==> src/rtl/reg_word_serializer_pkg.sv <==
// rtl/reg_word_serializer_pkg.sv - shared FSM encodings and counter sizing for the word serializer
//
// Purpose: FSM state encodings and the bit-counter width helper used by
// reg_word_serializer and its hold register. No datapath constants live here.
package reg_word_serializer_pkg;

  localparam logic ST_IDLE  = 1'b0;
  localparam logic ST_SHIFT = 1'b1;

  // Bits needed to count 0..w-1. A one-bit word still gets a one-bit counter.
  function automatic int cnt_width(input int w);
    return (w > 1) ? $clog2(w) : 1;
  endfunction

endpackage

==> src/rtl/reg_word_serializer_param_register.sv <==
// rtl/reg_word_serializer_param_register.sv - generic WIDTH-bit ld register
//
// Purpose: parallel-load register, the parameterised form of the fixed-width
// ld registers. It holds its value until ld is asserted at a rising edge.
// Ports:
//   clk  - clock, rising edge
//   rst  - synchronous active-high reset, clears out to zero
//   ld   - load strobe
//   in   - WIDTH-bit data captured when ld is high
//   out  - WIDTH-bit registered contents
module param_register
  import reg_word_serializer_pkg::*;
#(
  parameter int WIDTH = 3
) (
  input  logic             clk,
  input  logic             rst,
  input  logic             ld,
  input  logic [WIDTH-1:0] in,
  output logic [WIDTH-1:0] out
);

  always_ff @(posedge clk) begin
    if (rst) begin
      out <= '0;
    end else if (ld) begin
      out <= in;
    end
  end

endmodule

==> src/rtl/reg_word_serializer.sv <==
// rtl/reg_word_serializer.sv - parallel word to valid/ready serial bit stream
//
// Purpose: accepts WIDTH-bit words on a load strobe and sends them one bit per
// accepted cycle. A one-entry hold buffer takes the next word while the current
// one shifts, so back-to-back words stream without bubble cycles.
// Ports:
//   clk       - clock, rising edge
//   rst       - synchronous active-high reset
//   ld        - load strobe, word accepted when ld && in_ready
//   in        - parallel word, sampled on accept
//   in_ready  - hold buffer free and not in reset (combinational)
//   ser_out   - serial data bit
//   ser_valid - ser_out carries a valid bit
//   ser_last  - current bit is the final bit of its word
//   ser_ready - sink accepts the bit when ser_valid && ser_ready
//   busy      - a bit is being presented or a word is waiting in hold
module reg_word_serializer
  import reg_word_serializer_pkg::*;
#(
  parameter int WIDTH     = 3,
  parameter bit MSB_FIRST = 1'b1
) (
  input  logic             clk,
  input  logic             rst,
  input  logic             ld,
  input  logic [WIDTH-1:0] in,
  output logic             in_ready,
  output logic             ser_out,
  output logic             ser_valid,
  output logic             ser_last,
  input  logic             ser_ready,
  output logic             busy
);

  localparam int             CW       = cnt_width(WIDTH);
  localparam logic [CW-1:0]  CNT_LAST = CW'(WIDTH - 1);

  logic             state_q;
  logic             state_d;
  logic [WIDTH-1:0] shift_q;
  logic [WIDTH-1:0] hold_q;
  logic [CW-1:0]    count_q;
  logic             last_q;
  logic             hold_full_q;

  logic accept;
  logic at_last;
  logic bit_hs;
  logic finish;
  logic load_from_in;
  logic load_from_hold;
  logic do_shift;
  logic hold_ld;

  assign in_ready = !rst && !hold_full_q;
  assign accept   = ld && in_ready;
  assign at_last  = (count_q == CNT_LAST);

  // State register
  always_ff @(posedge clk) begin
    if (rst) begin
      state_q <= ST_IDLE;
    end else begin
      state_q <= state_d;
    end
  end

  // Next-state logic: leave SHIFT only when the last bit goes out and nothing
  // (neither the hold buffer nor a same-cycle load) is ready to follow it.
  always_comb begin
    state_d = state_q;
    if (state_q == ST_IDLE) begin
      if (accept) begin
        state_d = ST_SHIFT;
      end
    end else begin
      if (finish && !hold_full_q && !accept) begin
        state_d = ST_IDLE;
      end
    end
  end

  // Output / control decode
  always_comb begin
    ser_valid      = (state_q == ST_SHIFT);
    bit_hs         = 1'b0;
    finish         = 1'b0;
    load_from_in   = 1'b0;
    load_from_hold = 1'b0;
    do_shift       = 1'b0;
    hold_ld        = 1'b0;
    if (state_q == ST_IDLE) begin
      load_from_in = accept;
    end else begin
      bit_hs         = ser_ready;
      finish         = ser_ready && at_last;
      do_shift       = ser_ready && !at_last;
      // The held word wins over a new load; in_ready is low while hold is full
      // so accept cannot also be set here.
      load_from_hold = finish && hold_full_q;
      load_from_in   = finish && !hold_full_q && accept;
      // A word arriving while the current one is still mid-flight parks in hold.
      hold_ld        = accept && !finish;
    end
  end

  // Hold buffer
  param_register #(
    .WIDTH (WIDTH)
  ) u_hold (
    .clk (clk),
    .rst (rst),
    .ld  (hold_ld),
    .in  (in),
    .out (hold_q)
  );

  always_ff @(posedge clk) begin
    if (rst) begin
      hold_full_q <= 1'b0;
    end else if (hold_ld) begin
      hold_full_q <= 1'b1;
    end else if (load_from_hold) begin
      hold_full_q <= 1'b0;
    end
  end

  // Shift register, bit counter and registered last flag
  always_ff @(posedge clk) begin
    if (rst) begin
      shift_q <= '0;
      count_q <= '0;
      last_q  <= 1'b0;
    end else if (load_from_hold) begin
      shift_q <= hold_q;
      count_q <= '0;
      last_q  <= (WIDTH == 1);
    end else if (load_from_in) begin
      shift_q <= in;
      count_q <= '0;
      last_q  <= (WIDTH == 1);
    end else if (do_shift) begin
      shift_q <= MSB_FIRST ? (shift_q << 1) : (shift_q >> 1);
      count_q <= count_q + CW'(1);
      last_q  <= ((count_q + CW'(1)) == CNT_LAST);
    end else if (finish) begin
      // Word done with nothing behind it: park the line at zero.
      shift_q <= '0;
      count_q <= '0;
      last_q  <= 1'b0;
    end
  end

  assign ser_out  = MSB_FIRST ? shift_q[WIDTH-1] : shift_q[0];
  assign ser_last = last_q;
  assign busy     = ser_valid || hold_full_q;

endmodule
==> config.mk <==
export PLATFORM = sky130hd
export DESIGN_NAME = reg_word_serializer
export DESIGN_NICKNAME = d
export VERILOG_FILES = /design/src/rtl/reg_word_serializer_pkg.sv /design/src/rtl/reg_word_serializer_param_register.sv /design/src/rtl/reg_word_serializer.sv
export SDC_FILE = /design/constraint.sdc
export NUM_CORES = 1
export LEC_CHECK = 0
export BUFFER_PORTS_ARGS = -buffer_cell sky130_fd_sc_hd__buf_2
export CORE_AREA = 2 2 39 41
export CTS_CLUSTER_SIZE = 40
export DETAILED_ROUTE_END_ITERATION = 8
export DIE_AREA = 0 0 41 43
export PLACE_DENSITY_LB_ADDON = 0.05
export SYNTH_ARGS = -nofsm -noshare
export SYNTH_HDL_FRONTEND = slang
export SYNTH_HIERARCHICAL = 1
export SYNTH_SLANG_ARGS = --single-unit
==> constraint.sdc <==
create_clock -name clk -period 1.57 [get_ports clk]
set_input_delay 0.157 -clock clk [delete_from_list [all_inputs] [get_ports clk]]
set_output_delay 0.157 -clock clk [all_outputs]
set_load 0.02 [all_outputs]
==> impl_metrics.ini, run 1 <==
[pwr]
p_leak_nw = 0.264
power.total_mw = 0.611
ir_worst_vdd_mv = 0.485
p_per_area_mw_per_mm2 = 869

[detailed_routing]
drt-total-wl_mm = 1.20
drt_drc_violations_left = 0
wl_met3_um = 49
routed.top_layer = met4
num_vias = 511
ant_nets = 0
wl_met1_um = 621
wl_per_cell_um = 12.8
drt_iter0_markers = 9
avgViaCountPerCell = 5.44
wl_met2_um = 501
first_pass_iters = 2

[timing]
tightestPinTransition_ns = 0.404
rsz0062_at_grt = no
fin_crit_sh_pct = 90.5
fmax_mhz = 704
setup_ws_ns = 0.149
relSlewSlack_pct = 73.1
finalSetupTns_ns = 0
slew_violations = 0
holdWs_ns = 0.138
min_period_ns = 1.42
hold_violations = 0
finalSetupViolCount = 0
fin_skew_ns = 0.00371

[yosys]
synthFlopType = dfxtp_1
synth_edf_count = 0
synth_area_um2 = 639
synth_top_area_share_pct = 34.4
syn-num-nets = 77
synth_area_leaders = dfxtp_1 (34%), mux2i_1 (7.8%), ha_1 (3.9%)
ys_top_cells_by_count = dfxtp_1 (11), nor2_1 (6), mux2i_1 (5), a21oi_1 (4)
netlist_instances = 68
synth_most_common_cell = dfxtp_1
ys_seq_elements = 11
syn_area_per_cell_um2 = 9.40
ys_types = 36
ys_async_sr_fraction_pct = 0
seq_area_frac_synth_pct = 34.4
yosys_warnings = 6
yosys.area.top_type = dfxtp_1

[placement]
io_buffers = 11
hpwl_um = 881
globalplace.congestion = 0.749
detailedPlace.worstSlack_ns = 0.0501

[setup_path]
cp-end-kind = register
regToRegEndpoint = u_hold/out[0]$_SDFFE_PP0P_
r2r_start = count_q[0]$_SDFFE_PP0P_
arrival_ns = 1.59
rrSetupSlack_ns = 0.15
slowest_stage = dfxtp_1
critPathMaxFanout = 11
required_ns = 1.73
ff2ff_path_depth = 6
crit_type = register to register
worstPathCellList = inv_1 > ha_2 > nand2_1 > and4_1 > mux2i_1 > nor2_1
start_kind = register
cpPeakStageDelay_ns = 0.37

[clocking]
cts-hold-fix-buffers = 0
cts_tree = done
cts.clk_slew.worst_paths_ns = 0.07
root_buffer = clkbuf_4
cts_max_level = 1
clockBufferDepth = 2
clkLatencyLatePin_ns = 0.27
numCtsBuffers = 3
cts.sinks = 11

[floorplan]
die-area_mm2 = 0.00176
ioPinCount = 12
row_count = 14
core_area_mm2 = 0.00138
fp.dieH_um = 43
start_util_pct = 46.2
die_w_um = 41

[global_route]
grt_pass1_vias = 464
antenna_found_initial = 0
grt_usage_pct = 16.6
overflow = 0
grt_pass1_wl_mm = 1.95
grt_max_degree = 14

[run_status]
status = complete, no violations

[hold_path]
hold_class = input pin to register
min_to = u_hold/out[2]$_SDFFE_PP0P_
hold_path_startpoint = in[2]
whs_path_depth = 3

[job]
max_cap_viol_count = 0

[final_layout]
drive_gt1_share_pct = 26.9
syn_to_final_growth_pct = 9.98
fin_nets = 88
antennaDiodeCount = 0
[worst max-delay path, delay by kind of cell, from the launching register on]
kind | cells | cell delay (ns)
buffers and inverters | 1 | 0.06
multiplexers | 1 | 0.20
adder cells (fa/ha/maj) | 1 | 0.25
flip-flops | 1 | 0.37
AND/OR/NAND/NOR | 3 | 0.42
[per-stage QoR]
stage | area [um2] | utilization (%) | cells
after floorplan | 639 | - | 68
after global placement | 674 | 48.7 | 90
after detailed placement | 674 | 48.7 | 90
after CTS | 701 | 50.6 | 94
after global routing | 703 | 50.8 | 94
final | 703 | 50.8 | 94
[routing by layer]
layer,global-route usage (%),vias up
met1,23.0,230
met2,22.8,9
met3,3.14,5
met4,10.0,0
met5,0,-
li1,-,267
[worst max-delay path by stage]
stage                             start                          to  slack (ns)  cells after the start
3_3_place_gp    count_q[0]$_SDFFE_PP0P_  u_hold/out[1]$_SDFFE_PP0P_        0.09                      6
6_report        count_q[0]$_SDFFE_PP0P_  u_hold/out[0]$_SDFFE_PP0P_        0.15                      6
4_1_cts         count_q[0]$_SDFFE_PP0P_  u_hold/out[0]$_SDFFE_PP0P_        0.05                      6
2_1_floorplan  hold_full_q$_SDFFE_PP0P_  u_hold/out[0]$_SDFFE_PP0P_        0.12                      5
5_1_grt         count_q[0]$_SDFFE_PP0P_  u_hold/out[0]$_SDFFE_PP0P_        0.03                      6
3_5_place_dp    count_q[0]$_SDFFE_PP0P_  u_hold/out[0]$_SDFFE_PP0P_        0.05                      6
[flip-flops by register name, indices dropped and copies added (netlist names)]
register and count:
count_q 2, ser_valid 1, u_hold/out 3, ser_last 1, hold_full_q 1, shift_q 3
[cell type report]
| cell class | instances | area, um2 |
|---|---|---|
| clock buffer | 4 | 26.3 |
| fill | 131 | 681 |
| inverter | 3 | 11.3 |
| multi-input combinational | 49 | 370 |
| sequential | 11 | 220 |
| tap | 16 | 20.0 |
| timing repair buffer | 11 | 55.1 |
[logic make-up (layout without fill, tap and decap cells)]
family | Yosys count | in the layout | synth area share (%)
adders and majority gates | 2 | 2 | 3.91
and+or+nand+nor | 23 | 23 | 21.9
buffers and inverters | 8 | 18 | 8.02
muxes | 7 | 7 | 11.4
AOI/OAI and AO/OA | 17 | 17 | 20.4
DFF | 11 | 11 | 34.4
[placed cells by master, fill, tap and decap left out, types with 2 or more instances in the layout]
cell	synthesis	layout
dfxtp_1	11	11
buf_2	1	11
nor2_1	6	6
mux2i_1	5	5
a21oi_1	4	4
nand2_1	3	3
inv_1	3	3
o21bai_1	3	3
clkbuf_4	0	3
a32oi_1	2	2
o2bb2ai_1	2	2
[where the power goes]
part	leakage [nW]	switching [mW]	total [mW]	internal, mW
registers	0.0898	0.0179	0.311	0.293
clock network	0.0150	0.0967	0.195	0.0986
logic	0.160	0.0573	0.105	0.0476
[repair_timing]
action	CTS	global route
setup buffers	0	0
endpoints found under the setup margin	0	6
resized for setup	0	1
(Power assumes the default switching activity.)
==> run 2, diff against run 1 <==
--- a/config.mk
+++ b/config.mk
@@ -6,10 +6,12 @@
 export NUM_CORES = 1
 export LEC_CHECK = 0
 export BUFFER_PORTS_ARGS = -buffer_cell sky130_fd_sc_hd__buf_2
-export CORE_AREA = 2 2 39 41
+export CELL_PAD_IN_SITES_DETAIL_PLACEMENT = 1
+export CELL_PAD_IN_SITES_GLOBAL_PLACEMENT = 2
+export CORE_MARGIN = 1.5
+export CORE_UTILIZATION = 31
 export CTS_CLUSTER_SIZE = 40
 export DETAILED_ROUTE_END_ITERATION = 8
-export DIE_AREA = 0 0 41 43
 export PLACE_DENSITY_LB_ADDON = 0.05
 export SYNTH_ARGS = -nofsm -noshare
 export SYNTH_HDL_FRONTEND = slang
==> run 2 against run 1 <==
Register-to-register slack better by 0.02 ns. Sequential share of layout area fell by 1.5 points. Power is 1.1% higher. Sequential cell count unchanged. Die area increased by 33%. Cell count grew 15%. Clock power about the same. Via count grew 4.1%. Global-route usage down 3.3 points. Non-clock buffer count is 3 higher. Highest routed layer unchanged.
==> impl_metrics.ini, run 2 (synthesis results as in run 1) <==
[run_status]
status = complete, no violations

[setup_path]
arrival_ns = 1.29
cp-startpoint = ser_valid$_SDFF_PP0_
start_kind = register
worstPathCellList = buf_4 > or2_2 > buf_2
required_ns = 1.41
critPathMaxFanout = 11
crit_type = register to primary output
slowest_stage = dfxtp_1
cp-end-kind = primary output
r2r_start = count_q[0]$_SDFFE_PP0P_
cpPeakStageDelay_ns = 0.42

[global_route]
grt_max_degree = 13
grt_usage_pct = 13.2
overflow = 0
antenna_found_initial = 0
grt_pass1_wl_mm = 2.44
grt_pass1_vias = 507

[detailed_routing]
ant_nets = 0
wl_per_cell_um = 13.0
num_vias = 532
drt_iter0_markers = 6
drt_drc_violations_left = 0
avgViaCountPerCell = 4.93
drt-total-wl_mm = 1.41
first_pass_iters = 4

[placement]
globalplace.congestion = 0.681
hpwl_mm = 1.08
detailedPlace.worstSlack_ns = 0.0638
io_buffers = 11

[timing]
slew_violations = 0
finalSetupViolCount = 0
fin_skew_ns = 0.00197
fmax_mhz = 692
hold_violations = 0
finalSetupTns_ns = 0
fin_crit_sh_pct = 92.1
holdWs_ns = 0.158
min_period_ns = 1.45
relSlewSlack_pct = 72.8
tightestPinTransition_ns = 0.407
setup_ws_ns = 0.125
rsz0062_at_grt = no

[pwr]
power.total_mw = 0.618
p_leak_nw = 0.280
p_per_area_mw_per_mm2 = 836
ir_worst_vdd_mv = 0.498

[final_layout]
antennaDiodeCount = 0
drive_gt1_share_pct = 29.6
final_cell_mix = dfxtp_1 (11), buf_2 (11), nor2_1 (6)
n_fill_cell = 250
fin_nets = 91
reg_top3 = shift_q: 3 flops, u_hold/out: 3 flops, count_q: 2 flops
syn_to_final_growth_pct = 15.7

[floorplan]
ioPinCount = 12
die-area_mm2 = 0.00234
fp.dieH_um = 48.4
die_w_um = 48.4
start_util_pct = 32.9
row_count = 16
core_area_mm2 = 0.00194

[clocking]
cts.clk_slew.worst_paths_ns = 0.07
cts_tree = done
clkLatencyLatePin_ns = 0.26
post_cts_buffers = 0
cts.sinks = 11
clockBufferDepth = 2
numCtsBuffers = 3
root_buffer = clkbuf_4
cts_max_level = 1

[hold_path]
hold_class = input pin to register
hold_path_startpoint = rst

[job]
max_cap_viol_count = 0
==> run 2: cell types whose count changed in the layout (fill, tap and decap cells not counted), sizes merged <==
cell	change
buf	+3
==> run 2: metal layers <==
metal	track usage, %	vias up	part of all wire, %	wire (um)
li1	-	271	-	-
met1	18.6	251	54	766
met2	18.3	8	40	566
met3	4.63	2	4.4	62
met4	5.71	0	0.92	13
met5	0	-	0	0
==> run 2: final cells by class <==
type	instances	area [um2]	area share [%]
flip-flops and latches	11	220	29.8
multi-input cells	49	370	50.1
inverters	3	11.3	1.52
clock buffers	4	26.3	3.55
well taps	27	33.8	4.57
repair buffers	14	77.6	10.5
==> run 2: where the power goes <==
part,switching (mW),internal (mW)
combinational,0.0627,0.0532
sequential,0.0167,0.293
clock,0.0942,0.0982
==> run 2: repair_timing <==
action,4_1_cts,5_1_grt
resized for setup,0,1
endpoints found under the setup margin,0,5
hold buffers,0,0
==> run 2: critical path: cells and delay by family, from the launching register on <==
family | cells | cell delay (ns)
flip-flops | 1 | 0.42
buffers and inverters | 2 | 0.35
AND/OR/NAND/NOR | 1 | 0.26
==> run 2: metrics by stage <==
stage	cell area, um2	instances	util [%]
after floorplan	639	68	-
after global placement	711	104	36.6
after detailed placement	711	104	36.6
after CTS	737	108	38.0
after global routing	739	108	38.1
final	739	108	38.1
==> run 2: final timing paths <==
| path | cells after the start | slack (ns) | to |
|---|---|---|---|
| hold / removal | 2 | 0.16 | u_hold/out[2]$_SDFFE_PP0P_ |
| setup / recovery | 3 | 0.12 | busy |
| setup reg to reg | 6 | 0.17 | u_hold/out[1]$_SDFFE_PP0P_ |
| hold reg to reg | 2 | 0.45 | ser_last$_SDFFE_PP0P_ |
==> run 3, diff against run 2 <==
--- a/config.mk
+++ b/config.mk
@@ -9,11 +9,10 @@
 export CELL_PAD_IN_SITES_DETAIL_PLACEMENT = 1
 export CELL_PAD_IN_SITES_GLOBAL_PLACEMENT = 2
 export CORE_MARGIN = 1.5
-export CORE_UTILIZATION = 31
+export CORE_UTILIZATION = 30
 export CTS_CLUSTER_SIZE = 40
 export DETAILED_ROUTE_END_ITERATION = 8
 export PLACE_DENSITY_LB_ADDON = 0.05
 export SYNTH_ARGS = -nofsm -noshare
 export SYNTH_HDL_FRONTEND = slang
-export SYNTH_HIERARCHICAL = 1
 export SYNTH_SLANG_ARGS = --single-unit
==> run 3 against run 2 <==
Global-route usage up 4.7 points. Non-clock buffer count up 1. Synthesized cell count up 2.9%. First-iteration DRC count unchanged. Utilization up 1.7 points. Combinational power up 6%. Clock skew about the same. Die area down 3.3%. Largest power group unchanged. Clock power up 9%. Via count up 7.3%. Count of clock-buffer cells in the layout unchanged. Sequential share of layout area up 0.94 points. Critical path type is now register to register. Critical endpoint is now shift_q[0]$_SDFFE_PP0P_.
==> impl_metrics.ini, run 3 <==
[setup_path]
regToRegEndpoint = shift_q[0]$_SDFFE_PP0P_
rrSetupSlack_ns = 0.20
r2r_start = count_q[0]$_SDFFE_PP0P_
cp-end-kind = register
start_kind = register
cpPeakStageDelay_ns = 0.34
endpoint = shift_q[0]$_SDFFE_PP0P_
crit_type = register to register
slowest_stage = dfxtp_1
cp-startpoint = count_q[0]$_SDFFE_PP0P_
ff2ff_path_depth = 5
critPathMaxFanout = 11
required_ns = 1.76
arrival_ns = 1.56
worstPathCellList = inv_1 > ha_2 > a21bo_2 > nand4_1 > a311oi_1

[pwr]
p_per_area_mw_per_mm2 = 887
p_leak_nw = 0.290
ir_worst_vdd_mv = 0.338

[final_layout]
antennaDiodeCount = 0
n_fill_cell = 239
drive_gt1_share_pct = 27.1
syn_to_final_growth_pct = 20.1
reg_top3 = shift_q: 3 flops, u_hold.out: 3 flops, count_q: 2 flops
final_cell_mix = dfxtp_1 (11), buf_2 (11), nand3_1 (7), a21oi_1 (7)
stdcell_count = 110
fin_nets = 95

[timing]
hold_violations = 0
tightestPinTransition_ns = 0.320
finalSetupTns_ns = 0
rsz0062_at_grt = no
holdWs_ns = 0.133
min_period_ns = 1.37
fin_crit_sh_pct = 87.3
fmax_mhz = 729
relSlewSlack_pct = 78.6
finalSetupViolCount = 0
fin_skew_ns = 0.00241
setup_ws_ns = 0.199
slew_violations = 0

[yosys]
ys_seq_elements = 11
syn-num-nets = 79
synth_area_leaders = dfxtp_1 (37%), a21oi_1 (5.9%), nand3_1 (5.9%)
synthFlopType = dfxtp_1
ys_async_sr_fraction_pct = 0
yosys_warnings = 0
ys_top_cells_by_count = dfxtp_1 (11), a21oi_1 (7), nand3_1 (7), nor2_1 (5), o21ai_0 (5)
syn_area_per_cell_um2 = 8.53
synth_area_um2 = 597
synth_edf_count = 0
yosys.area.top_type = dfxtp_1
ys_types = 29
seq_area_frac_synth_pct = 36.9
netlist_instances = 70
synth_most_common_cell = dfxtp_1
synth_top_area_share_pct = 36.9

[detailed_routing]
wl_per_cell_um = 14.0
drt-total-wl_mm = 1.54
first_pass_iters = 4
drt_iter0_markers = 6
avgViaCountPerCell = 5.19
ant_nets = 0
drt_drc_violations_left = 0
num_vias = 571

[placement]
globalplace.congestion = 0.726
io_buffers = 11
hpwl_mm = 1.09
dp.cells = 106
detailedPlace.worstSlack_ns = 0.123

[clocking]
cts-hold-fix-buffers = 0
cts_tree = done
clockBufferDepth = 2
root_buffer = clkbuf_4
cts_max_level = 1
cts.clk_slew.worst_paths_ns = 0.08
clkLatencyLatePin_ns = 0.28
numCtsBuffers = 3
cts.sinks = 11

[floorplan]
fp.dieH_um = 47.6
core_area_mm2 = 0.00180
ioPinCount = 12
die_w_um = 47.6
row_count = 15
die-area_mm2 = 0.00227
start_util_pct = 33.1

[global_route]
grt_max_degree = 13
overflow = 0
antenna_found_initial = 0
grt_pass1_wl_mm = 2.75
grt_usage_pct = 17.9
grt_pass1_vias = 571

[job]
max_cap_viol_count = 0

[hold_path]
hold_class = input pin to register

[run_status]
status = complete, no violations
run 3: cell families (layout without fill, tap and decap cells):
| kind of cell | count (synthesis) | after routing | share of synthesized area (%) |
|---|---|---|---|
| and+or+nand+nor | 24 | 24 | 22.6 |
| AOI/OAI and AO/OA | 23 | 23 | 25.2 |
| DFF | 11 | 11 | 36.9 |
| buffers and inverters | 7 | 22 | 6.08 |
| muxes | 3 | 3 | 5.03 |
| adders and majority gates | 2 | 2 | 4.19 |
run 3: power breakdown:
group / internal, mW / leakage [nW] / switching [mW] / total, mW
clock network: 0.0987 / 0.0150 / 0.111 / 0.209
logic: 0.0530 / 0.185 / 0.0701 / 0.123
registers: 0.293 / 0.0898 / 0.0111 / 0.304
run 3: worst min path at each step:
stage          startpoint  cells past startpoint  slack [ns]                         end
2_1_floorplan       in[1]                      2        0.30     shift_q[1]$_SDFFE_PP0P_
3_3_place_gp        in[2]                      3        0.42  u_hold.out[2]$_SDFFE_PP0P_
3_5_place_dp        in[2]                      3        0.43  u_hold.out[2]$_SDFFE_PP0P_
4_1_cts             in[2]                      3        0.13  u_hold.out[2]$_SDFFE_PP0P_
5_1_grt             in[0]                      3        0.13  u_hold.out[0]$_SDFFE_PP0P_
6_report            in[1]                      3        0.13     shift_q[1]$_SDFFE_PP0P_
run 3: layout make-up:
cell class	instances	area (um2)	share of cell area (%)
Timing Repair Buffer	15	85.1	11.9
Tap cell	25	31.3	4.36
Clock buffer	4	26.3	3.66
Inverter	3	11.3	1.57
Multi-Input combinational cell	52	343	47.8
Sequential cell	11	220	30.7
run 3: what timing repair did:
action                     4_1_cts  5_1_grt
resized for setup                0        2
setup endpoints to repair        0        5
buffers inserted                 0        0
run 3: per-stage QoR:
stage	area [um2]	util (%)	total power, mW
after floorplan	597	-	0.388
after global placement	688	38.2	0.433
after detailed placement	688	38.2	0.434
after CTS	714	39.7	0.645
after global routing	717	39.8	0.682
final	717	39.8	0.636
run 3: per-layer routing:
layer / vias to the layer above / global-route usage [%] / wire length, um
met5: - / 0 / 0
met4: 0 / 9.73 / 42
met3: 5 / 4.53 / 46
met2: 10 / 24.9 / 669
met1: 269 / 25.3 / 778
li1: 287 / - / -
run 3: worst max-delay path: cells and delay by family, from the launching register on:
family	cells	cell delay, ns
buf+inv	1	0.07
flops	1	0.34
compound gates	2	0.48
fa+ha+maj	1	0.28
simple gates	1	0.12
